[config.mk]
export PLATFORM = sky130hd
export DESIGN_NAME = commit_update_arbiter
export DESIGN_NICKNAME = d
export VERILOG_FILES = /design/src/rtl/dice_commit_pkg.sv /design/src/rtl/commit_update_arbiter_rr_priority_picker.sv /design/src/rtl/commit_update_arbiter.sv
export SDC_FILE = /design/constraint.sdc
export NUM_CORES = 1
export LEC_CHECK = 0
export BUFFER_PORTS_ARGS = -buffer_cell sky130_fd_sc_hd__buf_4
export CAP_MARGIN = 20
export CORE_MARGIN = 2
export CORE_UTILIZATION = 55
export CTS_CLUSTER_SIZE = 14
export DETAILED_ROUTE_END_ITERATION = 7
export PLACE_DENSITY = 0.89
export SYNTH_ARGS = -nofsm -noshare
export SYNTH_HDL_FRONTEND = slang
export SYNTH_SLANG_ARGS = --single-unit
export TNS_END_PERCENT = 10
[constraint.sdc]
create_clock -name clk -period 22.7 [get_ports clk]
set_clock_uncertainty 0.2 [all_clocks]
set_input_delay 3.405 -clock clk [delete_from_list [all_inputs] [get_ports clk]]
set_output_delay 3.405 -clock clk [all_outputs]
set_load 0.02 [all_outputs]
[src/rtl/dice_commit_pkg.sv]
// dice_commit_pkg: types and constants for pending-count updates to the
// block commit table. Shared by the commit table, commit_update_arbiter and
// the LSU return paths.
//   e_block_id_t      - e-block table index
//   commit_upd_req_t  - one completion update {e_block_id, is_write, count}
//   MAX_REDUCE_COUNT  - largest amount one update may retire
package dice_commit_pkg;

    localparam int unsigned CMT_MAX_NUM_CTA = 4;
    localparam int unsigned CMT_MAX_EBLOCK  = CMT_MAX_NUM_CTA + 4;
    localparam int unsigned CMT_EB_W        = $clog2(CMT_MAX_EBLOCK);

    typedef logic [CMT_EB_W-1:0] e_block_id_t;

    typedef struct packed {
        e_block_id_t e_block_id;
        logic        is_write;
        logic [3:0]  count;
    } commit_upd_req_t;

    localparam logic [3:0] MAX_REDUCE_COUNT = 4'd8;

endpackage

[src/rtl/commit_update_arbiter_rr_priority_picker.sv]
// rr_priority_picker: rotating find-first. Scans req starting at index base,
// wrapping modulo N, and reports the first set bit.
//   req          in  N      candidate vector
//   base         in  IDX_W  scan start index
//   grant_onehot out N      one-hot of the first set bit (0 if none)
//   grant_idx    out IDX_W  index of the first set bit (0 if none)
//   found        out 1      any bit of req set
module rr_priority_picker #(
    parameter int unsigned N     = 4,
    parameter int unsigned IDX_W = (N > 1) ? $clog2(N) : 1
) (
    input  logic [N-1:0]     req,
    input  logic [IDX_W-1:0] base,
    output logic [N-1:0]     grant_onehot,
    output logic [IDX_W-1:0] grant_idx,
    output logic             found
);

    always_comb begin
        grant_onehot = '0;
        grant_idx    = '0;
        found        = 1'b0;
        for (int unsigned off = 0; off < N; off++) begin
            automatic int unsigned k = (32'(base) + off) % N;
            if (!found && req[k]) begin
                found           = 1'b1;
                grant_onehot[k] = 1'b1;
                grant_idx       = IDX_W'(k);
            end
        end
    end

endmodule

[src/rtl/commit_update_arbiter.sv]
// commit_update_arbiter: shares the commit table's single pending-count
// update port among NUM_REQ completion sources. Each cycle a round-robin
// winner is chosen; other requesters with the same {e_block_id, is_write}
// key are greedily merged while the total stays <= MAX_REDUCE_COUNT. The
// merged update is registered onto upd_* (one cycle latency, one update per
// cycle, no backpressure from the table).
//   clk, rst_n        clock, asynchronous active-low reset
//   req_valid/ready   per-requester handshake (ready is combinational)
//   req_e_block_id    requester i at [i*EB_W +: EB_W]
//   req_is_write      0 = read completion, 1 = write completion
//   req_count         requester i at [i*4 +: 4], legal 1..8
//   upd_*             registered update to the commit table
//   stat_merge_cnt    saturating count of cycles with >=2 accepted requests
//   busy              any request pending or update in flight
module commit_update_arbiter
    import dice_commit_pkg::*;
#(
    parameter int unsigned NUM_REQ     = 4,
    parameter int unsigned MAX_NUM_CTA = 4,
    parameter int unsigned MAX_EBLOCK  = MAX_NUM_CTA + 4,
    localparam int unsigned EB_W       = $clog2(MAX_EBLOCK)
) (
    input  logic                    clk,
    input  logic                    rst_n,
    input  logic [NUM_REQ-1:0]      req_valid,
    output logic [NUM_REQ-1:0]      req_ready,
    input  logic [NUM_REQ*EB_W-1:0] req_e_block_id,
    input  logic [NUM_REQ-1:0]      req_is_write,
    input  logic [NUM_REQ*4-1:0]    req_count,
    output logic                    upd_valid,
    output logic [EB_W-1:0]         upd_e_block_id,
    output logic                    upd_is_write,
    output logic [3:0]              upd_reduce_count,
    output logic [15:0]             stat_merge_cnt,
    output logic                    busy
);

    localparam int unsigned PTR_W = (NUM_REQ > 1) ? $clog2(NUM_REQ) : 1;

    logic [PTR_W-1:0]   rr_ptr_q, rr_ptr_d;
    logic               upd_valid_q, upd_valid_d;
    logic [EB_W-1:0]    upd_e_block_id_q, upd_e_block_id_d;
    logic               upd_is_write_q, upd_is_write_d;
    logic [3:0]         upd_reduce_count_q, upd_reduce_count_d;
    logic [15:0]        stat_merge_cnt_q, stat_merge_cnt_d;

    logic [NUM_REQ-1:0] win_onehot;
    logic [PTR_W-1:0]   win_idx;
    logic               win_found;

    logic [EB_W-1:0]    win_eb;
    logic               win_wr;
    logic [4:0]         sum;
    logic [NUM_REQ-1:0] grant;
    logic               merged;

    rr_priority_picker #(
        .N     (NUM_REQ),
        .IDX_W (PTR_W)
    ) u_win_pick (
        .req          (req_valid),
        .base         (rr_ptr_q),
        .grant_onehot (win_onehot),
        .grant_idx    (win_idx),
        .found        (win_found)
    );

    // Winner fields, then a greedy rotating scan after the winner: a
    // mismatched or non-fitting requester is skipped, later ones may still join.
    always_comb begin
        win_eb = '0;
        win_wr = 1'b0;
        sum    = '0;
        for (int unsigned i = 0; i < NUM_REQ; i++) begin
            if (win_onehot[i]) begin
                win_eb = req_e_block_id[i*EB_W +: EB_W];
                win_wr = req_is_write[i];
                sum    = {1'b0, req_count[i*4 +: 4]};
            end
        end
        grant = win_onehot;
        for (int unsigned off = 1; off < NUM_REQ; off++) begin
            automatic int unsigned j    = (32'(win_idx) + off) % NUM_REQ;
            automatic logic [4:0]  cand = {1'b0, req_count[j*4 +: 4]};
            if (win_found && req_valid[j]
                && (req_e_block_id[j*EB_W +: EB_W] == win_eb)
                && (req_is_write[j] == win_wr)
                && ((sum + cand) <= {1'b0, MAX_REDUCE_COUNT})) begin
                grant[j] = 1'b1;
                sum      = sum + cand;
            end
        end
        merged = |(grant & ~win_onehot);
    end

    always_comb begin
        upd_valid_d        = win_found;
        upd_e_block_id_d   = upd_e_block_id_q;
        upd_is_write_d     = upd_is_write_q;
        upd_reduce_count_d = upd_reduce_count_q;
        rr_ptr_d           = rr_ptr_q;
        stat_merge_cnt_d   = stat_merge_cnt_q;
        if (win_found) begin
            upd_e_block_id_d   = win_eb;
            upd_is_write_d     = win_wr;
            upd_reduce_count_d = sum[3:0];
            rr_ptr_d           = (win_idx == PTR_W'(NUM_REQ - 1)) ? '0
                                                                  : win_idx + PTR_W'(1);
        end
        if (merged && (stat_merge_cnt_q != '1)) begin
            stat_merge_cnt_d = stat_merge_cnt_q + 16'd1;
        end
    end

    always_ff @(posedge clk or negedge rst_n) begin
        if (!rst_n) begin
            rr_ptr_q           <= '0;
            upd_valid_q        <= 1'b0;
            upd_e_block_id_q   <= '0;
            upd_is_write_q     <= 1'b0;
            upd_reduce_count_q <= '0;
            stat_merge_cnt_q   <= '0;
        end else begin
            rr_ptr_q           <= rr_ptr_d;
            upd_valid_q        <= upd_valid_d;
            upd_e_block_id_q   <= upd_e_block_id_d;
            upd_is_write_q     <= upd_is_write_d;
            upd_reduce_count_q <= upd_reduce_count_d;
            stat_merge_cnt_q   <= stat_merge_cnt_d;
        end
    end

    assign req_ready        = grant;
    assign upd_valid        = upd_valid_q;
    assign upd_e_block_id   = upd_e_block_id_q;
    assign upd_is_write     = upd_is_write_q;
    assign upd_reduce_count = upd_reduce_count_q;
    assign stat_merge_cnt   = stat_merge_cnt_q;
    assign busy             = (|req_valid) | upd_valid_q;

`ifndef SYNTHESIS
    for (genvar gi = 0; gi < NUM_REQ; gi++) begin : g_req_chk
        a_count_legal: assert property (@(posedge clk) disable iff (!rst_n)
            req_valid[gi] |-> (req_count[gi*4 +: 4] >= 4'd1)
                           && (req_count[gi*4 +: 4] <= MAX_REDUCE_COUNT));
        a_eb_legal: assert property (@(posedge clk) disable iff (!rst_n)
            req_valid[gi] |-> (32'(req_e_block_id[gi*EB_W +: EB_W]) < MAX_EBLOCK));
        a_hold_stable: assert property (@(posedge clk) disable iff (!rst_n)
            (req_valid[gi] && !req_ready[gi]) |=>
                ($stable(req_e_block_id[gi*EB_W +: EB_W])
                 && $stable(req_is_write[gi])
                 && $stable(req_count[gi*4 +: 4])));
    end

    a_upd_count_cap: assert property (@(posedge clk) disable iff (!rst_n)
        upd_valid |-> (upd_reduce_count <= MAX_REDUCE_COUNT));
`endif

endmodule

==> metrics.yaml, run 1 <==
synth_cell_type_count: 80
die_w_um: 89.7
wl_per_cell_um: 18.8
drtPass1Iterations: 5
slowest_delay_ns: 0.53
synth-seq-cells: 27
synth-edff-count: 0
endpoint_kind: "primary output"
period_share: 0.743
ys_seq_area_frac: 0.167
via_per_inst: 6.57
syn_inst: 485
relSlewSlack: 0.353
path_clk_slew_ns: 0.09
slew_violations: 0
synthFlopType: "dfrtp_1"
syn2layout_area_growth_pct: 14.0
ant_nets: 0
synth_area_mm2: 0.00404
layout.nets: 600
gp_congestion: 0.972
grt_max_degree: 28
syn-num-nets: 548
rsz0062_at_grt: "false"
hold_viol_final: 0
start_kind: "primary input"
drt-total-wl_um: 11900
die_h_um: 89.7
clock-sinks: 27
dp_hpwl_um: 9410
status: "completed"
cts_buffer_depth: 2
first_iter_violations: 624
cp.required_ns: 19.10
post_cts_buffers: 0
cts_tree: "yes"
design.core.area_mm2: 0.00718
cp_slowest_cell: "ha_1"
crit_type: "in -> out"
hp-class: "reg -> reg"
start_util: 0.562
layout_commonest_cell: "buf_4"
syn_area_per_cell_um2: 8.32
max-cap-violations: 0
vias: 4169
cp.arrival_ns: 13.26
fin_crit_ns: 16.86
max_freq_mhz: 59.3
overflow: 0
htree_levels: 1
grt_util_all_layers: 0.298
io_buffers: 67
ios: 68
layout_common_cells: "buf_4 (69), nand2_1 (58), mux2i_1 (39)"
antennaDiodeCount: 0
drc_errors: 0
fin_setup_tns_ns: 0
clk_latency_ns: 0.28
row_count: 31
synth_warnings: 0
grt_pass1_wl_um: 18900
cpMostUsedCell: "inv_1"
hold_buffers: 0
antenna_found_initial: 0
layout-drive-gt1-share: 0.222
nFillCells: 608
postSynth.asyncResetShare: 1.00
worstMarginPinSlew_ns: 0.962
cts_made_buffers: 3
cp_max_fo: 17
die_area_mm2: 0.00804
grt_pass1_vias: 3867
setup_viol: 0
cts_resized: 0
root_buffer: "clkbuf_8"
## metal layers
metal,GRT usage,vias to the layer above,share of wire
li1,-,1904,-
met1,0.413,1950,0.42
met2,0.479,284,0.45
met3,0.0576,31,0.11
met4,0.0773,0,0.020
met5,0,-,0
## final timing paths
kind / cells after the start / from / slack (ns) / endpoint
setup / recovery: 40 / req_valid[0] / 5.84 / req_ready[0]
hold / removal: 2 / upd_reduce_count[0] / 0.29 / upd_reduce_count[0]
setup reg to reg: 42 / rr_ptr_q[0] / 10.90 / stat_merge_cnt[1]
hold reg to reg: 2 / upd_reduce_count[0] / 0.29 / upd_reduce_count[0]
max in group asynchronous: 1 / rst_n / 19.24 / upd_e_block_id[0]
min in group asynchronous: 1 / rst_n / 2.82 / stat_merge_cnt[9]
## stage by stage
stage                     hold slack (ns)  utilization  cell area [um2]  worst slack, ns  std cells
after CTS                           0.300        0.641             4600             6.03        635
after global routing                0.321        0.641             4600             5.27        635
after global placement              0.265        0.634             4550             6.43        631
after floorplan                     0.390            -             4040             7.35        485
after detailed placement            0.267        0.634             4550             6.07        631
final                               0.292        0.641             4600             5.84        635
## critical path, delay by kind of cell
family	cells	cell delay, ns
AO/OA/AOI/OAI	8	1.62
XOR/XNOR	2	0.69
adder cells (fa/ha/maj)	6	2.09
buffers and inverters	8	1.43
multiplexers	3	1.00
AND/OR/NAND/NOR	13	3.01
## state kept, by name, summed over array words and instances (netlist names)
name / flops
upd_valid: 1
upd_e_block_id: 3
stat_merge_cnt: 16
upd_is_write: 1
upd_reduce_count: 4
rr_ptr_q: 2
## synth_stat cells (3+ instances only)
cell type / count / area [um2]
ha_1: 22 / 275
nand3b_1: 4 / 30.0
inv_1: 27 / 101
dfrtp_1: 27 / 676
o2111ai_1: 4 / 35.0
a21o_1: 9 / 67.6
buf_6: 3 / 33.8
mux2_1: 3 / 33.8
nand2_1: 58 / 218
mux4_2: 7 / 158
mux2i_1: 39 / 390
nor3b_1: 3 / 22.5
a21oi_2: 3 / 26.3
buf_2: 5 / 25.0
nand4_1: 13 / 81.3
fa_1: 3 / 60.1
nor4_1: 3 / 18.8
or2_2: 3 / 18.8
o211ai_1: 7 / 52.6
xor2_1: 7 / 61.3
nor2_1: 23 / 86.3
nand2b_1: 3 / 18.8
nor3_1: 11 / 55.1
a22oi_1: 7 / 52.6
a31oi_1: 8 / 50.1
mux2_2: 11 / 124
a21oi_1: 12 / 60.1
xnor2_1: 20 / 175
nand3_1: 28 / 140
and2_1: 5 / 31.3
o31ai_1: 6 / 45.0
buf_4: 4 / 30.0
o21a_1: 3 / 22.5
clkbuf_1: 9 / 33.8
and3_1: 11 / 68.8
o21ai_0: 19 / 95.1
## logic make-up (layout without fill, tap and decap cells)
logic type               Yosys count  count (layout)  share of synthesized area
AO/OA/AOI/OAI                    110             110                      0.210
buffers and inverters             51             102                     0.0589
adder cells (fa/ha/maj)           25              25                     0.0831
XOR/XNOR                          28              28                     0.0654
multiplexers                      61              61                      0.180
AND/OR/NAND/NOR                  183             183                      0.234
flip-flops                        27              27                      0.167
## final cells by class
class                           instances  area [um2]  share of cell area
Multi-Input combinational cell        407        3120               0.679
Clock buffer                            3        41.3             0.00897
Tap cell                               99         124              0.0269
Sequential cell                        27         676               0.147
Timing Repair Buffer                   69         518               0.113
Clock inverter                          1        8.76             0.00190
Inverter                               29         111              0.0242
Power of run 1 is left out: the tool's default activity adds up to more than one toggle a clock period on the data nets, which glitch-free logic cannot reach.
==> run 2, diff against run 1 <==
Clock period 22.7 ns to 17.7 ns, I/O delays scaled along.
==> run 2 against run 1 <==
- sequential cell count is the same
- sequential share of layout area did not move
- register-to-register slack worse by 4.8 ns
- routed wire length grew 0.21%
- critical endpoint is now req_ready[1]
- largest cell class unchanged
==> metrics.yaml, run 2 (synthesized netlist as in run 1, its figures left out) <==
first_iter_violations: 522
cts_buffer_depth: 2
dp.cells: 631
placed_area_mm2: 0.00455
die_w_um: 89.7
hold_viol_final: 0
crit_type: "in -> out"
ant_nets: 0
grt_max_degree: 28
gp_congestion: 0.988
max_freq_mhz: 66.2
overflow: 0
layout.nets: 600
max-cap-violations: 0
hp-class: "reg -> reg"
path_clk_slew_ns: 0.09
wl_per_cell_um: 18.8
grt_pass1_vias: 3871
layout_common_cells: "buf_4 (69), nand2_1 (58), mux2i_1 (39)"
hold_buffers: 0
fin_crit_ns: 15.10
r2r_slack_ns: 6.14
largest_reg_flops: 16
die_area_mm2: 0.00804
cts_resized: 0
cpMostUsedCell: "inv_1"
status: "completed"
layout_commonest_cell: "buf_4"
drt-total-wl_um: 11900
start_util: 0.562
syn2layout_area_growth_pct: 14.0
row_count: 31
htree_levels: 1
layout-drive-gt1-share: 0.222
fin_setup_tns_ns: 0
setup_viol: 0
relSlewSlack: 0.368
clock-sinks: 27
period_share: 0.853
critPathTopFamily: "simple AND/OR/NAND/NOR gates"
reg2reg_to: "stat_merge_cnt[1]"
via_per_inst: 6.60
layout.cells.non_filler: 635
crit_start: "req_valid[1]"
r2r-start: "rr_ptr_q[0]"
grt_pass1_wl_um: 19200
design.core.area_mm2: 0.00718
drtPass1Iterations: 5
crit_buf_inv: 8
start_kind: "primary input"
slowest_delay_ns: 0.51
io_buffers: 67
cts_made_buffers: 3
worst_hold_path.endpoint: "stat_merge_cnt[10]"
vias: 4188
antennaDiodeCount: 0
antenna_found_initial: 0
whs_ns: 0.293
cts_tree: "yes"
clk_latency_ns: 0.28
cp.arrival_ns: 12.24
endpoint_kind: "primary output"
drc_errors: 0
dp_hpwl_um: 9520
ios: 68
root_buffer: "clkbuf_8"
cp.required_ns: 14.85
slew_violations: 0
post_cts_buffers: 0
cp_slowest_cell: "ha_1"
rsz0062_at_grt: "false"
worstMarginPinSlew_ns: 0.941
hold_path_depth: 1
cp_max_fo: 17
die_h_um: 89.7
min-delay-start: "stat_merge_cnt[10]"
stdcell_area_mm2: 0.00460
grt_util_all_layers: 0.303
rr_worst_depth: 42
[run 2: cell counts in the layout (fill, tap and decap cells not counted)]
Identical to the previous run, type by type.
[run 2: worst max path at each step]
stage / end / slack, ns / depth (start not counted)
CTS: req_ready[0] / 2.82 / 40
finish: req_ready[1] / 2.60 / 40
floorplan: req_ready[2] / 3.85 / 41
global placement: req_ready[1] / 3.23 / 40
global route: req_ready[0] / 1.87 / 40
detailed placement: req_ready[0] / 2.84 / 40
[run 2: through the flow]
step,utilization,worst slack (ns)
floorplan,-,3.85
global placement,0.634,3.23
detailed placement,0.634,2.84
CTS,0.641,2.82
global route,0.641,1.87
finish,0.641,2.60
[run 2: area by class of cell]
class	count	area, um2
Fill cell	593	2570
Sequential cell	27	676
Inverter	29	111
Clock inverter	1	8.76
Clock buffer	3	41.3
Multi-Input combinational cell	407	3120
Tap cell	99	124
Timing Repair Buffer	69	518
[run 2: metal layers]
layer / up-vias / track usage / part of all wire
met5: - / 0 / 0
met2: 274 / 0.493 / 0.45
met4: 0 / 0.103 / 0.035
met1: 1970 / 0.410 / 0.40
li1: 1901 / - / -
met3: 43 / 0.0475 / 0.11
[run 2: worst register-to-register path: cells and delay by family, from the launching register on]
| family | cells | cell delay, ns |
|---|---|---|
| and+or+nand+nor | 13 | 2.93 |
| adders and majority gates | 7 | 2.66 |
| AOI/OAI and AO/OA | 9 | 1.84 |
| buffers and inverters | 8 | 1.32 |
| muxes | 3 | 1.08 |
| DFF | 1 | 0.72 |
| xor gates and xnor gates | 2 | 0.70 |
Power of run 2 is left out for the same reason.
